**src/rtl/char_pixel_shifter.sv**
```systemverilog
`default_nettype none
// ============================================================================
// Module   : char_pixel_shifter
// Purpose  : Text-mode cell fetch and dot serialiser. Forms the character ROM
//            address from a cell request, captures the returned glyph byte
//            into a hold register and shifts it out MSB-first as colour
//            indices, one dot per pix_en pulse.
// Revision : 1.0 - initial release
// ============================================================================
module char_pixel_shifter #(
  parameter int ROM_LATENCY = 1  // 1, or 2 with the ROM output register
) (
  input  logic        clk,
  input  logic        reset_n,
  input  logic        flush,
  input  logic        char_valid,
  output logic        char_ready,
  input  logic [7:0]  char_code,
  input  logic [3:0]  char_color,
  input  logic [2:0]  char_row,
  input  logic        charset_sel,
  input  logic [3:0]  bg_color,
  output logic [11:0] rom_addr,
  input  logic [7:0]  rom_data,
  input  logic        pix_en,
  output logic [3:0]  pixel_color,
  output logic        pixel_valid,
  output logic        underflow
);

  typedef enum logic [1:0] {
    S_IDLE = 2'd0,
    S_WAIT = 2'd1,
    S_CAPT = 2'd2
  } state_t;

  // WAIT counts down from ROM_LATENCY-1 to 0 before moving to CAPT
  localparam logic [1:0] c_WAIT_LOAD = 2'(ROM_LATENCY - 1);

  state_t      r_state;
  state_t      w_state_nxt;
  logic [1:0]  r_wait_cnt;
  logic [1:0]  w_wait_nxt;
  logic        w_accept;
  logic        w_capture;

  logic [3:0]  r_fetch_color;
  logic        r_hold_full;
  logic [7:0]  r_hold_data;
  logic [3:0]  r_hold_color;
  logic [7:0]  r_shift;
  logic [3:0]  r_count;
  logic [3:0]  r_cur_fg;

  // A new cell is only taken while idle with an empty hold; flush blocks it
  assign char_ready = (r_state == S_IDLE) && !r_hold_full && reset_n;
  assign w_accept   = char_valid && char_ready && !flush;
  assign w_capture  = (r_state == S_CAPT) && !flush;

  // Fetch FSM next-state: IDLE -> WAIT (ROM_LATENCY cycles) -> CAPT -> IDLE
  always_comb begin
    w_state_nxt = r_state;
    w_wait_nxt  = r_wait_cnt;
    case (r_state)
      S_IDLE: begin
        if (w_accept) begin
          w_state_nxt = S_WAIT;
          w_wait_nxt  = c_WAIT_LOAD;
        end
      end
      S_WAIT: begin
        if (r_wait_cnt == 2'd0) begin
          w_state_nxt = S_CAPT;
        end else begin
          w_wait_nxt = r_wait_cnt - 2'd1;
        end
      end
      S_CAPT: begin
        w_state_nxt = S_IDLE;
      end
      default: begin
        w_state_nxt = S_IDLE;
      end
    endcase
    if (flush) begin
      w_state_nxt = S_IDLE;
    end
  end

  // Fetch FSM state register
  always_ff @(posedge clk or negedge reset_n) begin
    if (!reset_n) begin
      r_state    <= S_IDLE;
      r_wait_cnt <= 2'd0;
    end else begin
      r_state    <= w_state_nxt;
      r_wait_cnt <= w_wait_nxt;
    end
  end

  // ROM address and foreground colour are latched on the accepting edge
  always_ff @(posedge clk or negedge reset_n) begin
    if (!reset_n) begin
      rom_addr      <= 12'd0;
      r_fetch_color <= 4'd0;
    end else if (w_accept) begin
      rom_addr      <= {charset_sel, char_code, char_row};
      r_fetch_color <= char_color;
    end
  end

  // Hold register capture and dot shifter; an empty shifter reloads from
  // hold on the same edge it emits, so back-to-back cells have no gap
  always_ff @(posedge clk or negedge reset_n) begin
    if (!reset_n) begin
      r_hold_full  <= 1'b0;
      r_hold_data  <= 8'd0;
      r_hold_color <= 4'd0;
      r_shift      <= 8'd0;
      r_count      <= 4'd0;
      r_cur_fg     <= 4'd0;
      pixel_color  <= 4'd0;
      pixel_valid  <= 1'b0;
      underflow    <= 1'b0;
    end else if (flush) begin
      r_hold_full <= 1'b0;
      r_count     <= 4'd0;
      pixel_valid <= 1'b0;
    end else begin
      // capture only happens with an empty hold, load only with a full one
      if (w_capture) begin
        r_hold_data  <= rom_data;
        r_hold_color <= r_fetch_color;
        r_hold_full  <= 1'b1;
      end
      if (pix_en) begin
        if (r_count != 4'd0) begin
          pixel_color <= r_shift[7] ? r_cur_fg : bg_color;
          pixel_valid <= 1'b1;
          r_shift     <= {r_shift[6:0], 1'b0};
          r_count     <= r_count - 4'd1;
        end else if (r_hold_full) begin
          pixel_color <= r_hold_data[7] ? r_hold_color : bg_color;
          pixel_valid <= 1'b1;
          r_shift     <= {r_hold_data[6:0], 1'b0};
          r_cur_fg    <= r_hold_color;
          r_count     <= 4'd7;
          r_hold_full <= 1'b0;
        end else begin
          pixel_color <= bg_color;
          pixel_valid <= 1'b0;
          underflow   <= 1'b1;
        end
      end
    end
  end

endmodule
`default_nettype wire

```
**config.mk**
```make
export PLATFORM = sky130hd
export DESIGN_NAME = char_pixel_shifter
export DESIGN_NICKNAME = d
export VERILOG_FILES = /design/src/rtl/char_pixel_shifter.sv
export SDC_FILE = /design/constraint.sdc
export NUM_CORES = 1
export LEC_CHECK = 0
export CAP_MARGIN = 20
export CORE_UTILIZATION = 50
export CTS_CLUSTER_SIZE = 14
export DETAILED_ROUTE_END_ITERATION = 16
export PLACE_DENSITY = 0.81
export SYNTH_ARGS = -nofsm -noshare
export SYNTH_HDL_FRONTEND = slang
export SYNTH_SLANG_ARGS = --single-unit
```
**constraint.sdc**
```tcl
create_clock -name clk -period 2.2 [get_ports clk]
set_input_delay 0.22 -clock clk [delete_from_list [all_inputs] [get_ports clk]]
set_output_delay 0.22 -clock clk [all_outputs]
set_load 0.005 [all_outputs]
```
**Word-level counts from Yosys, hierarchy flattened**

Index checks and enable logic that the tools add are counted.

- Add/subtract/negate cells: 2
- Eq/ne operators: 6
- Mux-type cells: 26
- Bitwise operators: 3
- Reduce and logical (&&, ||, !) cells: 22

Operator list:

| operator | number |
|---|---|
| two-way mux 4 bit | 8 |
| two-way mux 8 bit | 2 |
| two-way mux 2 bit | 5 |
| two-way mux 1 bit | 9 |
| one-hot mux 2 bit (2 select lines) | 2 |
| AND reduction 2 bit | 4 |
| AND reduction 4 bit | 2 |
| inequality test 3 bit, second input constant | 2 |
| AND reduction 3 bit | 2 |
| nonzero test 2 bit | 3 |
| logical AND 1 bit | 5 |
| zero test 2 bit | 2 |
| inequality test 2 bit, second input constant | 2 |
| nonzero test 4 bit | 1 |
| subtractor 4 x 1 -> 4 bit, second input constant | 1 |
| inverter 1 bit | 3 |
| nonzero test 3 bit | 1 |
| == test 2 x 1 -> 1 bit, second input constant | 1 |
| == test 2 bit, second input constant | 1 |
| zero test 1 bit | 2 |
| subtractor 2 x 1 -> 2 bit, second input constant | 1 |

- Register bits after elaboration: 55
- Output and inout bits: 19
- Logic and storage cells: 72

**Depth between registers and ports, before layout**

- Depth after elaboration: 8
- Gate-level depth with buffers: 6
- Depth with buffers taken out: 5

**Least setup slack after synthesis**

Ideal clock, no wire load.

- Kind: reg2reg
- Start: register r_count[0]
- End: register r_shift[2]
- Setup time: 0.125 ns
- Arrival time: 1.682 ns
- Slack: 0.393 ns
- Stages on the path, launching flop included: 6
- Buffers on the path: 0
- Period minus slack after synthesis: 1.807 ns
- Cells stage by stage: dfrtp_1 -> inv_1 -> ha_1 -> nor3b_2 -> mux2_2 -> mux2_4

- Cells in the longest elaborated chain, start to end: 3
- Elaborated cells between the ends (all ways): 4
- Classes of those cells: mux (1); reduce/logical (3)

RTL lines:

| element | line | source |
|---|---|---|
| start: declaration | 52 | `logic [3:0] r_count;` |
| start signal: assignment | 141 | `r_count <= r_count - 4'd1;` |
| nonzero test 4 bit (*) | 137 | `if (r_count != 4'd0) begin` |
| nonzero test 2 bit (no source line) | -- |  |
| AND reduction 3 bit (no source line) | -- |  |
| end signal: assignment | 140 | `r_shift <= {r_shift[6:0], 1'b0};` |
| end signal: assignment | 145 | `r_shift <= {r_hold_data[6:0], 1'b0};` |
| end: declaration | 51 | `logic [7:0] r_shift;` |

Every way passes the cells marked *; elsewhere a longest branch is shown, timed or not.
A chain may end at the register's enable or synchronous reset.

**Final worst setup path**

- Start: register r_hold_full
- End: output char_ready

- Cells in the longest elaborated chain, start to end: 3

RTL lines:

| element | line | source |
|---|---|---|
| start: declaration | 48 | `logic r_hold_full;` |
| start signal: assignment | 116 | `r_hold_full <= 1'b0;` |
| start signal: assignment | 126 | `r_hold_full <= 1'b0;` |
| start signal: assignment | 134 | `r_hold_full <= 1'b1;` |
| zero test 1 bit | 56 | `assign char_ready = (r_state == S_IDLE) && !r_hold_full && reset_n;` |
| logical AND 1 bit (2 in a row) | 56 |  |
| end: declaration | 17 | `output logic char_ready,` |

No other way between the ends.

==> impl_metrics.csv <==
group,metric,value,unit
detailed_routing,met2_wirelength,1980,um
floorplanning,dieHeight,71.7,um
detailed_routing,wl_met1,1970,um
placed_design,gp_congestion,0.780,
logic_synthesis,synth-seq-cells,54,
detailed_routing,top_layer,"met4",
floorplanning,ios,52,
final_layout,fin_nets,265,
detailed_routing,drt-pass1-iter-count,4,
placed_design,port_buffers,51,
placed_design,dp_hpwl,2990,um
flow_run,cap_violations,0,
logic_synthesis,async_reset_ff_share,100,%
global_route,grtUsageTotal,18.4,%
detailed_routing,wl_per_cell,15.1,um
logic_synthesis,ys_seq_area_share,55.6,%
cts,cts_max_path_buffers,2,
critical_path,cp-end-kind,"primary output",
logic_synthesis,synth_top_flop_cell,"dfrtp_1",
cts,cts_hold_buf,0,
global_route,antenna_found_initial,0,
cts,clkLatencyLatePin,0.30,ns
min_path,hold_class,"primary input to async pin",
pwr,power_density,939,mW/mm^2
detailed_routing,wl_met3,212,um
logic_synthesis,syn-num-nets,211,
sta,relSlewSlack,54.8,%
logic_synthesis,yosys_warnings,0,
placed_design,dpl_worst_slack,0.277,ns
critical_path,cp_max_fo,11,
pwr,p_leak,1.39,nW
logic_synthesis,syn-cell-area,0.00243,sq mm
global_route,grt_max_degree,55,
cts,cts.sinks,54,
pwr,vdd_drop_max,0.554,mV
sta,max_freq,498,MHz
detailed_routing,drc,0,
outcome,status,"finished clean",
sta,report.final.slew_viol_count,0,
detailed_routing,drt-total-wl,4250,um
logic_synthesis,post-synth-top-area-cell,"dfrtp_1",
floorplanning,row_count,24,
sta,fin_worst_skew,0.00662,ns
final_layout,design_area,0.00306,sq mm
cts,clock-root-buffer,"clkbuf_8",
logic_synthesis,synth_top_area_share,55.6,%
global_route,grt_pass1_vias,1517,
placed_design,dpl_cell_area,0.00298,sq mm
sta,setup_ws,0.191,ns
sta,fin_crit_sh,91.3,%
floorplanning,dieWidth,71.7,um
floorplanning,coreArea,0.00450,sq mm
sta,finalCriticalPeriod,2.01,ns
detailed_routing,vias,1555,
detailed_routing,drt-initial-drc-count,77,
cts,post-cts-setup-buffer-count,0,
critical_path,cp-start-kind,"flip-flop",
sta,rsz0062_at_grt,"no",
logic_synthesis,synth_edf_count,0,
cts,cts_resized,0,
critical_path,worstSetupPathType,"flip-flop to primary output",
cts,cts_buffers,5,
floorplanning,die_area,0.00514,sq mm
floorplanning,initial_core_util,53.9,%
global_route,grt_pass1_wl,7280,um
cts,clk_pin_slew,0.09,ns
logic_synthesis,syn_avg_cell_area,13.8,sq um
cts,h-tree-depth,2,
placed_design,place_inst,275,
logic_synthesis,synth_area_leaders,"dfrtp_1 56%, mux2_2 17%, mux2_4 3.7%",
detailed_routing,routed_via_density,5.51,
final_layout,antennaDiodeCount,0,
sta,hold_viol,0,
logic_synthesis,syn_inst,176,
critical_path,required,1.98,ns
detailed_routing,ant_nets,0,
final_layout,fillers,341,
sta,tightest_slew,0.678,ns
critical_path,cp.arrival,1.79,ns
global_route,overflow,0,
final_layout,drive_gt1_share,27.8,%
logic_synthesis,yosysUniqueCellTypes,39,
final_layout,fin_cells,282,
final_layout,syn2layout_area_growth,25.8,%
sta,fin_tns_setup,0,ns
pwr,design_power_total,0.00287,W
cts,cts_tree,"built",
sta,finalSetupViolations,0,
## flip-flops by register name (all words and copies together) (netlist names)
register       count
r_hold_color       4
underflow          1
r_hold_data        8
pixel_color        4
r_hold_full        1
r_wait_cnt         2
r_state            2
r_shift            7
pixel_valid        1
r_fetch_color      4
rom_addr          12
r_cur_fg           4
r_count            4
## final cells by class
cell class / instances / area (sq um) / area share (%)
Multi-Input combinational cell: 107 / 997 / 32.6
Timing Repair Buffer: 56 / 543 / 17.8
Tap cell: 52 / 65.1 / 2.13
Inverter: 6 / 22.5 / 0.737
Sequential cell: 54 / 1350 / 44.2
Clock buffer: 7 / 76.3 / 2.50
## power breakdown
part	total (W)	internal, W	switching [W]
registers	0.00140	0.00124	0.000161
logic	0.000948	0.000622	0.000327
clock network	0.000520	0.000220	0.000300
## layout by cell type (no fill, tap or decap), types with 2 or more instances in the layout
cell type        instances
dfrtp_1                 54
clkdlybuf4s50_1         50
mux2_2                  36
nor2_1                   8
a21oi_1                  8
inv_1                    6
mux2_4                   6
mux2i_1                  5
nand2_1                  5
clkbuf_8                 5
buf_4                    5
and3_1                   4
a211o_1                  4
a22o_1                   4
nor3b_2                  2
or3b_2                   2
a31o_2                   2
a311oi_1                 2
ha_1                     2
clkbuf_1                 2
## cells by family (layout without fill, tap and decap cells)
| logic type | after synthesis | after routing | share of synthesized area (%) |
|---|---|---|---|
| AO/OA/AOI/OAI | 25 | 25 | 7.37 |
| adder cells (fa/ha/maj) | 2 | 2 | 1.03 |
| buffers and inverters | 15 | 69 | 3.50 |
| flip-flops | 54 | 54 | 55.6 |
| multiplexers | 48 | 48 | 22.9 |
| AND/OR/NAND/NOR | 32 | 32 | 9.53 |
## cell usage after synthesis (2+ instances only)
master and instances:
mux2_4 6, mux2i_1 5, and3_1 4, a211o_1 4, a22o_1 4, inv_1 6
a311oi_1 2, buf_6 3, a21oi_1 8, buf_2 2, nand2_1 5, or3b_2 2
ha_1 2, mux2_2 36, dfrtp_1 54, a31o_2 2, nor2_1 8, clkbuf_1 2
## critical path: stages, from the launching register on
cell and delay, ns:
dfrtp_1 0.53, nor4b_4 0.39, clkdlybuf4s50_1 0.57
## per-stage QoR
step,util [%],hold WS (ns)
2_1_floorplan,-,-0.0756
3_3_place_gp,66.1,0.415
3_5_place_dp,66.1,0.408
4_1_cts,67.8,0.0739
5_1_grt,67.8,0.118
6_report,67.8,0.0474
## path summary, 6_finish.rpt
kind                                   startpoint                          to  slack (ns)  depth (start not counted)
min in group clk                          reset_n      r_state[0]$_DFFE_PN0P_        0.32                          4
max                         r_hold_full$_DFF_PN0_                  char_ready        0.19                          2
max in group asynchronous                 reset_n     rom_addr[5]$_DFFE_PN0P_        1.70                          2
min reg2reg                 underflow$_DFFE_PN0P_       underflow$_DFFE_PN0P_        0.47                          1
min                                       reset_n      r_state[1]$_DFFE_PN0P_        0.05                          2
max reg2reg                r_count[0]$_DFFE_PN0P_  pixel_color[3]$_DFFE_PN0P_        0.37                          5
## routing by layer
layer	track usage (%)	vias up
met4	7.63	0
met5	0	-
li1	-	741
met1	24.6	770
met3	5.91	8
met2	28.0	36
Power figures use the tool's default switching activity.
